==> config.mk <==
export PLATFORM = sky130hd
export DESIGN_NAME = instr_seq_ctrl_flat
export DESIGN_NICKNAME = d
export VERILOG_FILES = /design/src/rtl/instr_seq_pkg.sv /design/src/rtl/instr_seq_ctrl_if.sv /design/src/rtl/instr_seq_ctrl_pc_next_unit.sv /design/src/rtl/instr_seq_ctrl.sv /design/src/flat_wrapper.sv
export SDC_FILE = /design/constraint.sdc
export NUM_CORES = 1
export LEC_CHECK = 0
export CAP_MARGIN = 20
export CORE_AREA = 2 2 132 134
export CTS_CLUSTER_DIAMETER = 100
export DETAILED_ROUTE_END_ITERATION = 6
export DIE_AREA = 0 0 134 136
export SETUP_SLACK_MARGIN = 0.3
export SLEW_MARGIN = 40
export SYNTH_ARGS = -nofsm -noshare
export SYNTH_HDL_FRONTEND = slang
export SYNTH_HIERARCHICAL = 1
export SYNTH_SLANG_ARGS = --single-unit
==> constraint.sdc <==
create_clock -name clk -period 3 [get_ports clk]
set_input_delay 0.6 -clock clk [delete_from_list [all_inputs] [get_ports clk]]
set_output_delay 0.6 -clock clk [all_outputs]
set_load 0.05 [all_outputs]
==> src/rtl/instr_seq_pkg.sv <==
// Shared definitions for the instruction sequencer.
// Contents: the sequencer state enum, IR field positions, link-register index,
// PC reset/step defaults, write-class opcode constants and the helpers that
// classify an opcode field IR[27:24].
package instr_seq_pkg;

    typedef enum logic [1:0] {
        ST_FETCH  = 2'd0,
        ST_DECODE = 2'd1,
        ST_EXEC   = 2'd2,
        ST_WB     = 2'd3
    } state_e;

    // IR field LSB positions (each field is 4 bits wide)
    localparam int unsigned IR_OPC_LSB = 24;
    localparam int unsigned IR_RN_LSB  = 16;
    localparam int unsigned IR_RD_LSB  = 12;
    localparam int unsigned IR_RS_LSB  = 8;
    localparam int unsigned IR_RM_LSB  = 0;

    localparam logic [3:0]  LR_IDX       = 4'd14;
    localparam logic [31:0] PC_RESET_DEF = 32'h0000_0000;
    localparam logic [31:0] PC_STEP_DEF  = 32'd4;

    // Write-class opcode constants
    localparam logic [1:0] OPC_DP     = 2'b00;   // IR[27:26]
    localparam logic [2:0] OPC_BRANCH = 3'b101;  // IR[27:25]

    // Branch-with-link: IR[27:25]==101 and IR[24] set
    function automatic logic is_link(input logic [3:0] opc);
        return (opc[3:1] == OPC_BRANCH) && opc[0];
    endfunction

    // Any instruction that writes the register file in WB
    function automatic logic is_write(input logic [3:0] opc);
        return (opc[3:2] == OPC_DP) || is_link(opc);
    endfunction

endpackage

==> src/rtl/instr_seq_ctrl_if.sv <==
// Bus bundle between the sequencer and its neighbours.
// imem_*       : instruction fetch req/ack handshake (sequencer drives req/addr)
// alu_done,
// branch_*     : execute datapath completion and branch resolution
// master modport = sequencer side, slave modport = memory/datapath side.
interface instr_seq_ctrl_if;
    logic        imem_req;
    logic [31:0] imem_addr;
    logic        imem_ack;
    logic [31:0] imem_rdata;
    logic        alu_done;
    logic        branch_taken;
    logic [31:0] branch_target;

    modport master (
        output imem_req, imem_addr,
        input  imem_ack, imem_rdata, alu_done, branch_taken, branch_target
    );

    modport slave (
        input  imem_req, imem_addr,
        output imem_ack, imem_rdata, alu_done, branch_taken, branch_target
    );
endinterface

==> src/rtl/instr_seq_ctrl_pc_next_unit.sv <==
// Program counter register with incrementer, branch mux and target alignment.
// Ports:
//   clk, rst_n   : clock, synchronous active-low reset
//   latch_en     : capture taken/target (end of EXEC)
//   taken_in     : branch taken flag to capture
//   target_in    : branch target to capture (low two bits dropped)
//   commit       : load the next PC (WB cycle)
//   pc_o         : current PC
//   pc_next_o    : PC that will be loaded at the next commit
module pc_next_unit
    import instr_seq_pkg::*;
#(
    parameter logic [31:0] PC_RESET = PC_RESET_DEF,
    parameter logic [31:0] PC_STEP  = PC_STEP_DEF
) (
    input  logic        clk,
    input  logic        rst_n,
    input  logic        latch_en,
    input  logic        taken_in,
    input  logic [31:0] target_in,
    input  logic        commit,
    output logic [31:0] pc_o,
    output logic [31:0] pc_next_o
);

    logic [31:0] pc_q, pc_d;
    logic        br_taken_q, br_taken_d;
    logic [31:0] br_target_q, br_target_d;
    logic [31:0] pc_inc_s;
    logic [31:0] pc_sel_s;
    logic        unused_tgt_s;

    // Target is word aligned, so its byte-offset bits are never used
    assign unused_tgt_s = ^target_in[1:0];

    // Next-PC selection and branch capture
    always_comb begin
        pc_inc_s    = pc_q + PC_STEP;  // wraps modulo 2^32
        pc_sel_s    = br_taken_q ? br_target_q : pc_inc_s;
        br_taken_d  = br_taken_q;
        br_target_d = br_target_q;
        pc_d        = pc_q;
        if (latch_en) begin
            br_taken_d  = taken_in;
            br_target_d = {target_in[31:2], 2'b00};
        end else if (commit) begin
            // Branch decision is consumed by this commit
            br_taken_d  = 1'b0;
            pc_d        = pc_sel_s;
        end else begin
            pc_d        = pc_q;
        end
    end

    // PC and latched branch registers
    always_ff @(posedge clk) begin
        if (!rst_n) begin
            pc_q        <= PC_RESET;
            br_taken_q  <= 1'b0;
            br_target_q <= 32'h0000_0000;
        end else begin
            pc_q        <= pc_d;
            br_taken_q  <= br_taken_d;
            br_target_q <= br_target_d;
        end
    end

    assign pc_o      = pc_q;
    assign pc_next_o = pc_sel_s;

endmodule

==> src/rtl/instr_seq_ctrl.sv <==
// Multi-cycle instruction sequencer: FETCH -> DECODE -> EXEC -> WB.
// Owns the PC, fetches over a req/ack handshake, registers the register-file
// address fields, waits for the datapath, then pulses the write enable and
// commits the next PC.
// Ports:
//   clk, rst_n         : clock, synchronous active-low reset
//   bus (master)       : imem_req/addr/ack/rdata, alu_done, branch_taken/target
//   ARn, ARd, ARs, ARm : register addresses (ARd forced to LR for branch-link)
//   wen_ARd            : one-cycle write enable in WB
//   wb_sel             : 0 = ALU result, 1 = link value
//   PC_out, PC_next    : current PC, PC committed at the end of WB
//   state_o            : current state (debug)
module instr_seq_ctrl
    import instr_seq_pkg::*;
#(
    parameter logic [31:0] PC_RESET = PC_RESET_DEF,
    parameter logic [31:0] PC_STEP  = PC_STEP_DEF
) (
    input  logic                    clk,
    input  logic                    rst_n,
    instr_seq_ctrl_if.master        bus,
    output logic [3:0]              ARn,
    output logic [3:0]              ARd,
    output logic [3:0]              ARs,
    output logic [3:0]              ARm,
    output logic                    wen_ARd,
    output logic                    wb_sel,
    output logic [31:0]             PC_out,
    output logic [31:0]             PC_next,
    output logic [1:0]              state_o
);

    state_e      state_q, state_d;
    logic [31:0] ir_q, ir_d;
    logic [3:0]  arn_q, arn_d, ard_q, ard_d, ars_q, ars_d, arm_q, arm_d;
    logic        wen_q, wen_d;
    logic        wb_sel_q, wb_sel_d;
    logic        req_q, req_d;
    logic        latch_en_s;
    logic        commit_s;
    logic [3:0]  ir_opc_s;
    logic [3:0]  rd_opc_s;
    logic        unused_ir_s;

    assign ir_opc_s    = ir_q[IR_OPC_LSB +: 4];
    assign rd_opc_s    = bus.imem_rdata[IR_OPC_LSB +: 4];
    // Only the opcode field of IR is needed after the fetch edge
    assign unused_ir_s = ^{ir_q[31:28], ir_q[23:0]};

    // Next-state, decode and registered-output computation
    always_comb begin
        state_d    = state_q;
        ir_d       = ir_q;
        arn_d      = arn_q;
        ard_d      = ard_q;
        ars_d      = ars_q;
        arm_d      = arm_q;
        wen_d      = 1'b0;
        wb_sel_d   = 1'b0;
        req_d      = 1'b0;
        latch_en_s = 1'b0;
        commit_s   = 1'b0;
        case (state_q)
            ST_FETCH: begin
                if (bus.imem_ack) begin
                    // Fields are captured straight from the bus so they are
                    // already valid during DECODE.
                    ir_d    = bus.imem_rdata;
                    arn_d   = bus.imem_rdata[IR_RN_LSB +: 4];
                    ard_d   = is_link(rd_opc_s) ? LR_IDX
                                                : bus.imem_rdata[IR_RD_LSB +: 4];
                    ars_d   = bus.imem_rdata[IR_RS_LSB +: 4];
                    arm_d   = bus.imem_rdata[IR_RM_LSB +: 4];
                    state_d = ST_DECODE;
                    req_d   = 1'b0;
                end else begin
                    state_d = ST_FETCH;
                    req_d   = 1'b1;
                end
            end
            ST_DECODE: begin
                state_d = ST_EXEC;
            end
            ST_EXEC: begin
                if (bus.alu_done) begin
                    latch_en_s = 1'b1;
                    // WB strobes are set on this edge so they are flop outputs
                    wen_d      = is_write(ir_opc_s);
                    wb_sel_d   = is_link(ir_opc_s);
                    state_d    = ST_WB;
                end else begin
                    state_d    = ST_EXEC;
                end
            end
            ST_WB: begin
                commit_s = 1'b1;
                state_d  = ST_FETCH;
                req_d    = 1'b1;
            end
            default: begin
                state_d = ST_FETCH;
                req_d   = 1'b1;
            end
        endcase
    end

    // Sequencer state and registered outputs
    always_ff @(posedge clk) begin
        if (!rst_n) begin
            state_q  <= ST_FETCH;
            ir_q     <= 32'h0000_0000;
            arn_q    <= 4'd0;
            ard_q    <= 4'd0;
            ars_q    <= 4'd0;
            arm_q    <= 4'd0;
            wen_q    <= 1'b0;
            wb_sel_q <= 1'b0;
            req_q    <= 1'b1;
        end else begin
            state_q  <= state_d;
            ir_q     <= ir_d;
            arn_q    <= arn_d;
            ard_q    <= ard_d;
            ars_q    <= ars_d;
            arm_q    <= arm_d;
            wen_q    <= wen_d;
            wb_sel_q <= wb_sel_d;
            req_q    <= req_d;
        end
    end

    pc_next_unit #(
        .PC_RESET (PC_RESET),
        .PC_STEP  (PC_STEP)
    ) u_pc (
        .clk       (clk),
        .rst_n     (rst_n),
        .latch_en  (latch_en_s),
        .taken_in  (bus.branch_taken),
        .target_in (bus.branch_target),
        .commit    (commit_s),
        .pc_o      (PC_out),
        .pc_next_o (PC_next)
    );

    assign bus.imem_req  = req_q;
    assign bus.imem_addr = PC_out;
    assign ARn           = arn_q;
    assign ARd           = ard_q;
    assign ARs           = ars_q;
    assign ARm           = arm_q;
    assign wen_ARd       = wen_q;
    assign wb_sel        = wb_sel_q;
    assign state_o       = state_q;

endmodule

==> src/flat_wrapper.sv <==
// flat-port wrapper written by rule: the top's interface ports become plain ports
module instr_seq_ctrl_flat import instr_seq_pkg::*;
#(
    parameter logic [31:0] PC_RESET = PC_RESET_DEF,
    parameter logic [31:0] PC_STEP  = PC_STEP_DEF
)
  (clk, rst_n, ARn, ARd, ARs, ARm, wen_ARd, wb_sel, PC_out, PC_next, state_o, bus_imem_req, bus_imem_addr, bus_imem_ack, bus_imem_rdata, bus_alu_done, bus_branch_taken, bus_branch_target);
  instr_seq_ctrl_if bus_i ();
  input  logic clk;
  input  logic rst_n;
  output logic [3:0] ARn;
  output logic [3:0] ARd;
  output logic [3:0] ARs;
  output logic [3:0] ARm;
  output logic wen_ARd;
  output logic wb_sel;
  output logic [31:0] PC_out;
  output logic [31:0] PC_next;
  output logic [1:0] state_o;
  output wire logic [$bits(bus_i.imem_req)-1:0] bus_imem_req;
  output wire logic [$bits(bus_i.imem_addr)-1:0] bus_imem_addr;
  input wire logic [$bits(bus_i.imem_ack)-1:0] bus_imem_ack;
  input wire logic [$bits(bus_i.imem_rdata)-1:0] bus_imem_rdata;
  input wire logic [$bits(bus_i.alu_done)-1:0] bus_alu_done;
  input wire logic [$bits(bus_i.branch_taken)-1:0] bus_branch_taken;
  input wire logic [$bits(bus_i.branch_target)-1:0] bus_branch_target;
  assign bus_imem_req = bus_i.imem_req;
  assign bus_imem_addr = bus_i.imem_addr;
  assign bus_i.imem_ack = bus_imem_ack;
  assign bus_i.imem_rdata = bus_imem_rdata;
  assign bus_i.alu_done = bus_alu_done;
  assign bus_i.branch_taken = bus_branch_taken;
  assign bus_i.branch_target = bus_branch_target;
  instr_seq_ctrl #(.PC_RESET(PC_RESET), .PC_STEP(PC_STEP)) u_core (.clk(clk), .rst_n(rst_n), .bus(bus_i), .ARn(ARn), .ARd(ARd), .ARs(ARs), .ARm(ARm), .wen_ARd(wen_ARd), .wb_sel(wb_sel), .PC_out(PC_out), .PC_next(PC_next), .state_o(state_o));
endmodule
==> results of run 1 <==
metrics by stage:
step | power (mW) | utilization | worst slack [ns]
floorplan | 1.65 | - | 0.279
global placement | 1.85 | 0.411 | 0.322
detailed placement | 1.86 | 0.411 | 0.258
CTS | 2.93 | 0.448 | 0.168
global route | 3.01 | 0.462 | 0.104
finish | 2.88 | 0.462 | 0.181
logic make-up after synthesis:
kind of cell / synth area share
AND/OR/NAND/NOR: 0.239
adder cells (fa/ha/maj): 0.0126
XOR/XNOR: 0.0442
buffers and inverters: 0.110
AO/OA/AOI/OAI: 0.157
flip-flops: 0.356
multiplexers: 0.0814
synth_stat cells (3+ instances only):
cell type / n / share of area
buf_1: 6 / 0.0045
dfxtp_1: 88 / 0.36
nand3_1: 18 / 0.018
o221a_1: 4 / 0.0091
o221a_2: 3 / 0.0068
and3_1: 9 / 0.011
a21boi_2: 16 / 0.036
o21ai_0: 27 / 0.027
or3_1: 4 / 0.0051
or4_1: 6 / 0.0091
nor3_1: 13 / 0.013
a22oi_1: 13 / 0.020
nor2_1: 65 / 0.049
a21oi_1: 19 / 0.019
buf_2: 8 / 0.0081
inv_1: 6 / 0.0045
mux2i_1: 38 / 0.077
xor2_1: 10 / 0.018
nor2b_1: 4 / 0.0051
nand4_1: 9 / 0.011
buf_4: 45 / 0.068
xnor2_1: 15 / 0.027
nand4_2: 3 / 0.0076
clkbuf_1: 24 / 0.018
and2_1: 10 / 0.013
o21ai_1: 4 / 0.0040
nand2_1: 82 / 0.062
o41ai_1: 3 / 0.0053
ha_1: 5 / 0.013
a31oi_1: 9 / 0.011
sequential cells by signal (all words and copies together), names as in the netlist:
signal,count
u_core/u_pc/pc_o,32
u_core/ir_q,16
u_core/u_pc/br_taken_q,1
u_core/wb_sel,1
u_core/u_pc/br_target_q,30
u_core/wen_ARd,1
u_core/state_o,2
u_core/bus.imem_req,1
u_core/ARd,4
per-layer routing:
layer	wire, um	GRT usage
met5	0	0
met4	342	0.0680
met3	797	0.0328
met2	7730	0.296
met1	7100	0.216
final timing paths:
| path | depth (start not counted) | to | start | slack [ns] |
|---|---|---|---|---|
| worst max-delay path | 7 | PC_next[26] | u_core/u_pc/pc_o[2] | 0.18 |
| worst min-delay path | 2 | u_core/ir_q[17] | u_core/ir_q[17] | 0.47 |
| worst max register to register | 7 | u_core/u_pc/pc_o[28] | u_core/state_o[0] | 0.86 |
| worst min register to register | 2 | u_core/ir_q[17] | u_core/ir_q[17] | 0.47 |
worst min-delay path: cells and delay by family, from the launching register on:
kind / cells / cell delay, ns
compound gates: 1 / 0.05
simple gates: 1 / 0.07
flops: 1 / 0.31
timing repair:
action | CTS | global route
endpoints found under the setup margin | 16 | 19
cloned | 1 | 0
pin swaps | 18 | 13
resized for setup | 37 | 24
buffers inserted | 24 | 15
area by class of cell:
cell class                 count  area share
clock buffer                  16      0.0349
inverter                       6     0.00289
multi-input combinational    418       0.389
sequential                    88       0.236
tap                          225      0.0361
timing repair buffer         229       0.301
where the power goes:
group / switching, mW / leakage (nW) / internal (mW)
clock: 0.437 / 0.131 / 0.609
combinational: 0.343 / 1.98 / 0.244
sequential: 0.0436 / 0.732 / 1.20
==> flow_summary.json, run 1 <==
{
  "critPathRequiredTime_ns": 2.40,
  "h-tree-depth": 3,
  "root_buffer": "clkbuf_16",
  "cts.sinks": 88,
  "synth_flop_cell": "dfxtp_1",
  "grt_antenna_before_repair": 0,
  "whs_ns": 0.467,
  "hpwl_um": 11100,
  "tns_ns": 0,
  "max_slew_margin": 0.585,
  "final_hold_viol_count": 0,
  "crit_family": "simple AND/OR/NAND/NOR gates",
  "vias_per_cell": 4.85,
  "grt_pass1_vias": 4697,
  "irDropWorstVdd_v": 0.000245,
  "final_cell_mix": "142 x clkdlybuf4s50_1, 78 x nand2_1, 64 x dfxtp_1",
  "start_kind": "flop",
  "initial_utilization": 0.293,
  "die_height_um": 136,
  "critPathArrivalTime_ns": 2.22,
  "post-route-drc-count": 0,
  "via_count": 4767,
  "gp_congestion": 0.807,
  "port_buffers": 171,
  "area_growth_pct": 57.3,
  "skew_ns": 0.00704,
  "multi_input_area_sq_mm": 0.00303,
  "power_density_mw_per_mm2": 370,
  "min_period_ns": 2.82,
  "num_antenna_cells": 0,
  "slowest_delay_ns": 0.60,
  "clock_path_buffers": 2,
  "setup_viol": 0,
  "antenna_left": 0,
  "layout_commonest_cell": "clkdlybuf4s50_1",
  "status": "complete, no violations",
  "final_layout_size_suffix_gt1_frac": 0.267,
  "path_class": "reg2out",
  "crit_slowest_cell": "or4_4",
  "grt.total_usage": 0.173,
  "cts_tree": "built",
  "gr-total-overflow": 0,
  "ys.warnings.count": 6,
  "cts_hold_buf": 0,
  "first_pass_iters": 5,
  "grt_setup_unrepaired": "true",
  "clkTransAtPathRegs_ns": 0.06,
  "netlist_area_sq_mm": 0.00495,
  "async_flop_share": 0,
  "final_area_sq_mm": 0.00779,
  "max_freq_mhz": 355,
  "p_leak_nw": 2.85,
  "drv_slew": 0,
  "syn_nets": 673,
  "wl_um": 16000,
  "critical_path.n_buffers_inverters": 1,
  "rows": 48,
  "cts_made_buffers": 9,
  "route.detailed.wl_per_inst_um": 16.3,
  "hold_class": "reg2reg",
  "regArea_sq_mm": 0.00184,
  "worst_slew_pin_slew_ns": 0.622,
  "avgSynthCellArea_sq_um": 8.27,
  "synth_seq_cells": 88,
  "io_pins": 186,
  "finalCritPeriodShare": 0.940,
  "core_area_sq_mm": 0.0169,
  "grt_pass1_wl_um": 24900,
  "seq_area_frac_synth": 0.356,
  "worstPathMaxFanout": 4,
  "timing.max_cap.violations": 0,
  "drt-initial-drc-count": 373,
  "dp_cells": 926,
  "dpl_cell_area_sq_mm": 0.00693,
  "stdcell_count": 982,
  "dieArea_sq_mm": 0.0182,
  "synth-edff-count": 0,
  "worstPathCellList": "ha_4 -> nand3_4 -> or4_4 -> nor3_4 -> xnor2_2 -> o21ai_4 -> buf_12",
  "fin_nets": 826,
  "insertion_delay_ns": 0.34,
  "nFillCells": 1599,
  "grt_max_degree": 46,
  "endpoint_kind": "output port",
  "ys_types": 53,
  "syn_inst": 599,
  "die_w_um": 134
}
Power figures use the tool's default switching activity.
==> inputs of run 2 (changes only) <==
Settings changed: CELL_PAD_IN_SITES_DETAIL_PLACEMENT set to 1, CELL_PAD_IN_SITES_GLOBAL_PLACEMENT set to 2, CORE_AREA 2 2 132 134 to 2 2 144 146, DIE_AREA 0 0 134 136 to 0 0 146 148, PLACE_DENSITY_LB_ADDON set to 0.1.
==> run 2 against run 1 <==
Effect of this change:
- clock-buffer cell count decreased by 6
- sequential cell count unchanged
- combinational power increased by 1%
- non-clock buffer count increased by 3
- clock power increased by 10%
- die area increased by 19%
- critical path type unchanged
==> flow_summary.json, run 2 (synthesized netlist as in run 1, its figures left out) <==
{
  "r2r_start": "u_core/state_o[0]",
  "critical_path.n_buffers_inverters": 5,
  "critPathRequiredTime_ns": 2.40,
  "grt_pass1_wl_um": 28100,
  "initial_utilization": 0.247,
  "dpl_cell_area_sq_mm": 0.00701,
  "setup_viol": 0,
  "skew_ns": 0.00522,
  "r2r-end": "u_core/u_pc/pc_o[26]",
  "drv_slew": 0,
  "die_height_um": 148,
  "grt_antenna_before_repair": 1,
  "h-tree-depth": 3,
  "wl_um": 17800,
  "io_pins": 186,
  "max_slew_margin": 0.594,
  "hold_class": "reg2reg",
  "fin_nets": 829,
  "nFillCells": 2328,
  "gp_congestion": 0.745,
  "core_area_sq_mm": 0.0200,
  "first_pass_iters": 4,
  "cts.sinks": 88,
  "power_density_mw_per_mm2": 380,
  "grt_setup_unrepaired": "true",
  "holdPathStages": 2,
  "root_buffer": "clkbuf_16",
  "timing.max_cap.violations": 0,
  "worst_slew_pin_slew_ns": 0.607,
  "crit_slowest_cell": "dfxtp_4",
  "cts_tree": "built",
  "via_count": 4829,
  "finalCritPeriodShare": 0.936,
  "power_mw": 2.99,
  "die_w_um": 146,
  "gr-total-overflow": 0,
  "hold_end": "u_core/ARd[0]",
  "start_kind": "flop",
  "grt.total_usage": 0.164,
  "final_layout_size_suffix_gt1_frac": 0.270,
  "drt-initial-drc-count": 172,
  "r2r_cells": 8,
  "worstPathMaxFanout": 5,
  "antenna_left": 0,
  "max_freq_mhz": 356,
  "final_hold_viol_count": 0,
  "crit_family": "buffers and inverters",
  "critPathArrivalTime_ns": 2.21,
  "cts_made_buffers": 9,
  "clock_path_buffers": 2,
  "irDropWorstVdd_v": 0.000273,
  "hpwl_um": 12200,
  "clkTransAtPathRegs_ns": 0.07,
  "dieArea_sq_mm": 0.0216,
  "hp-start": "u_core/ARd[0]",
  "layout_commonest_cell": "clkdlybuf4s50_1",
  "p_leak_nw": 2.85,
  "area_growth_pct": 59.0,
  "final_cell_mix": "141 x clkdlybuf4s50_1, 80 x nand2_1, 68 x dfxtp_1",
  "slowest_delay_ns": 0.35,
  "ff2ff_setup_slack_ns": 0.87,
  "worstPathCellList": "buf_6 -> buf_12 -> nand4_4 -> nor4_4 -> buf_6 -> buf_4 -> nand3_2 -> xor2_1 -> o21ai_4 -> buf_12",
  "vias_per_cell": 4.69,
  "port_buffers": 171,
  "crit_cells": 10,
  "path_class": "reg2out",
  "status": "complete, no violations",
  "grt_max_degree": 46,
  "tns_ns": 0,
  "grt_pass1_vias": 5139,
  "final_area_sq_mm": 0.00787,
  "num_antenna_cells": 0,
  "endpoint_kind": "output port",
  "insertion_delay_ns": 0.35,
  "min_period_ns": 2.81,
  "largest_reg_flops": 32,
  "post-route-drc-count": 0,
  "route.detailed.wl_per_inst_um": 17.3,
  "rows": 52
}
## run 2: routing by layer
metal	routed length [um]	track usage	vias to the layer above
met5	13	0	-
met4	240	0.0500	2
met1	8190	0.205	2366
li1	-	-	2342
met3	740	0.0299	16
met2	8600	0.287	103
## run 2: how the worst max path moves through the flow
stage,from,to
floorplan,u_core/u_pc/pc_o[20],PC_next[28]
finish,u_core/u_pc/pc_o[3],PC_next[29]
detailed placement,u_core/u_pc/pc_o[2],PC_next[22]
global placement,u_core/u_pc/pc_o[2],PC_next[22]
CTS,u_core/u_pc/pc_o[2],PC_next[28]
global route,u_core/u_pc/pc_o[3],PC_next[31]
## run 2: power by group
part | switching [mW] | internal [mW]
sequential | 0.0416 | 1.20
clock | 0.534 | 0.621
combinational | 0.346 | 0.247
## run 2: metrics by stage
step                      hold slack [ns]  setup slack, ns  utilization  std cells
final                               0.464            0.193        0.393       1030
after global routing                0.478           0.0899        0.393       1030
after CTS                           0.467            0.155        0.385       1018
after detailed placement            0.453            0.370        0.350        973
after global placement              0.445            0.381        0.350        973
after floorplan                     0.428            0.279            -        599
## run 2: area by class of cell
cell class                 instances  area [sq um]  share of cell area
clock buffer                      10           250              0.0318
clock inverter                     6          45.0             0.00572
inverter                           6          22.5             0.00286
multi-input combinational        418          3000               0.380
sequential                        88          1820               0.232
tap                              270           338              0.0429
timing repair buffer             232          2400               0.305
## run 2: timing repair
action,4_1_cts,5_1_grt
setup endpoints to repair,18,20
cloned,2,0
pin swaps,23,16
hold buffers,0,0
resized for setup,40,14
setup buffers,27,12
## run 2: tightest hold or removal path: stages, from the launching register on
cell,delay (ns)
dfxtp_1,0.32
nand3_1,0.06
nand2_1,0.05
==> inputs of run 3 (changes only) <==
Settings changed: GPL_TIMING_DRIVEN set to 0.
==> run 3 against run 2 <==
Effect of this change:
- largest power group unchanged
- via count rose by 11%
- clock skew increased by 0.0023 ns
- sequential share of layout area is 2.0 points lower
- core utilization up 3.9 points
- non-clock buffer count grew 105
- critical path type unchanged
- wire length grew 18%
- final cell count grew 10%
- maximum frequency fell by 2.6%
- highest routed layer is now met4
==> flow_summary.json, run 3 (synthesized netlist as in run 1, its figures left out) <==
{
  "dpl_cell_area_sq_mm": 0.00721,
  "skew_ns": 0.00753,
  "vias_per_cell": 4.73,
  "path_class": "reg2out",
  "grt_max_degree": 17,
  "gr-total-overflow": 0,
  "gp_congestion": 0.803,
  "final_layout_size_suffix_gt1_frac": 0.354,
  "critPathArrivalTime_ns": 2.28,
  "grt_pass1_vias": 5488,
  "max_freq_mhz": 347,
  "endpoint_kind": "output port",
  "setup_viol": 0,
  "wl_um": 20900,
  "insertion_delay_ns": 0.35,
  "timing.max_cap.violations": 0,
  "cts.sinks": 88,
  "die_height_um": 148,
  "cts_made_buffers": 9,
  "layout_commonest_cell": "clkdlybuf4s50_1",
  "post-route-drc-count": 0,
  "io_pins": 186,
  "antenna_left": 0,
  "nFillCells": 2366,
  "via_count": 5369,
  "grt_antenna_before_repair": 0,
  "fin_nets": 934,
  "utilization": 0.432,
  "max_slew_margin": 0.453,
  "drv_slew": 0,
  "initial_utilization": 0.247,
  "num_antenna_cells": 0,
  "area_growth_pct": 74.8,
  "rows": 52,
  "drt-initial-drc-count": 213,
  "clkTransAtPathRegs_ns": 0.07,
  "tns_ns": 0,
  "final_hold_viol_count": 0,
  "hpwl_um": 14400,
  "status": "complete, no violations",
  "clock_path_buffers": 2,
  "dieArea_sq_mm": 0.0216,
  "h-tree-depth": 3,
  "largest_reg_flops": 32,
  "grt.total_usage": 0.185,
  "die_w_um": 146,
  "worstPathMaxFanout": 4,
  "port_buffers": 171,
  "grt_pass1_wl_um": 31400,
  "start_kind": "flop",
  "critPathRequiredTime_ns": 2.40,
  "power_density_mw_per_mm2": 360,
  "p_leak_nw": 3.44,
  "pre_cts_slack_ns": -0.857,
  "final_cell_mix": "139 x clkdlybuf4s50_1, 108 x buf_4, 77 x nand2_1",
  "hold_class": "reg2reg",
  "grt_setup_unrepaired": "true",
  "core_area_sq_mm": 0.0200,
  "cts_hold_buf": 0,
  "route.detailed.wl_per_inst_um": 18.4,
  "finalCritPeriodShare": 0.961,
  "worst_slew_pin_slew_ns": 0.821,
  "fin_ws_ns": 0.118,
  "cts_tree": "built",
  "min_period_ns": 2.88,
  "irDropWorstVdd_v": 0.000264,
  "root_buffer": "clkbuf_16",
  "whs_ns": 0.460,
  "final_area_sq_mm": 0.00866,
  "first_pass_iters": 4
}
run 3: cell types whose count changed in the layout (fill, tap and decap cells not counted), sizes merged:
cell           previous run  this run
buf                      91       166
clkbuf                   10        34
clkdlybuf4s15             0         4
dlygate4sd2               0         4
clkdlybuf4s50           141       139
bufinv                    0         1
clkinv                    1         2
clkinvlp                  1         0
inv                      10         9
run 3: layout make-up:
type / count / area [sq um] / area share
plain buffers: 87 / 627 / 0.0724
repair buffers: 250 / 2390 / 0.276
inverters: 6 / 22.5 / 0.00260
clock inverters: 6 / 71.3 / 0.00824
flip-flops and latches: 88 / 1830 / 0.211
multi-input cells: 418 / 3130 / 0.361
well taps: 270 / 338 / 0.0390
clock buffers: 10 / 250 / 0.0289
run 3: what timing repair did:
action / in CTS / in global routing
setup buffers: 45 / 33
setup endpoints to repair: 44 / 32
gates resized for setup: 231 / 83
pin swaps: 20 / 22
cloned: 1 / 0
run 3: per-layer routing:
layer | global-route usage | up-vias | share of wire
met2 | 0.308 | 160 | 0.48
met1 | 0.243 | 2606 | 0.44
met5 | 0 | - | 0
met3 | 0.0302 | 39 | 0.049
li1 | - | 2564 | -
met4 | 0.0709 | 0 | 0.027
run 3: worst max-delay path, stage by stage, from the launching register on:
cell and delay, ns:
dfxtp_4 0.39, ha_4 0.15, nand3_4 0.12, or4_4 0.61, nor3_4 0.19, xnor2_2 0.11
o21ai_4 0.17, buf_6 0.18
run 3: path summary, 6_finish.rpt:
path / slack [ns] / end / from / depth (start not counted)
hold reg to reg: 0.46 / u_core/wen_ARd / u_core/ir_q[27] / 1
hold / removal: 0.46 / u_core/wen_ARd / u_core/ir_q[27] / 1
setup / recovery: 0.12 / PC_next[26] / u_core/u_pc/pc_o[3] / 7
setup reg to reg: 0.23 / u_core/u_pc/pc_o[31] / u_core/u_pc/pc_o[23] / 13
run 3: where the power goes:
group | internal [mW] | switching (mW)
Sequential | 1.20 | 0.0434
Combinational | 0.262 | 0.367
Clock | 0.707 | 0.539
run 3: metrics by stage:
step,std cells,power [mW]
final,1135,3.12
after global routing,1135,3.26
after CTS,1102,3.16
after detailed placement,1040,1.90
after global placement,1040,1.88
after floorplan,599,1.65
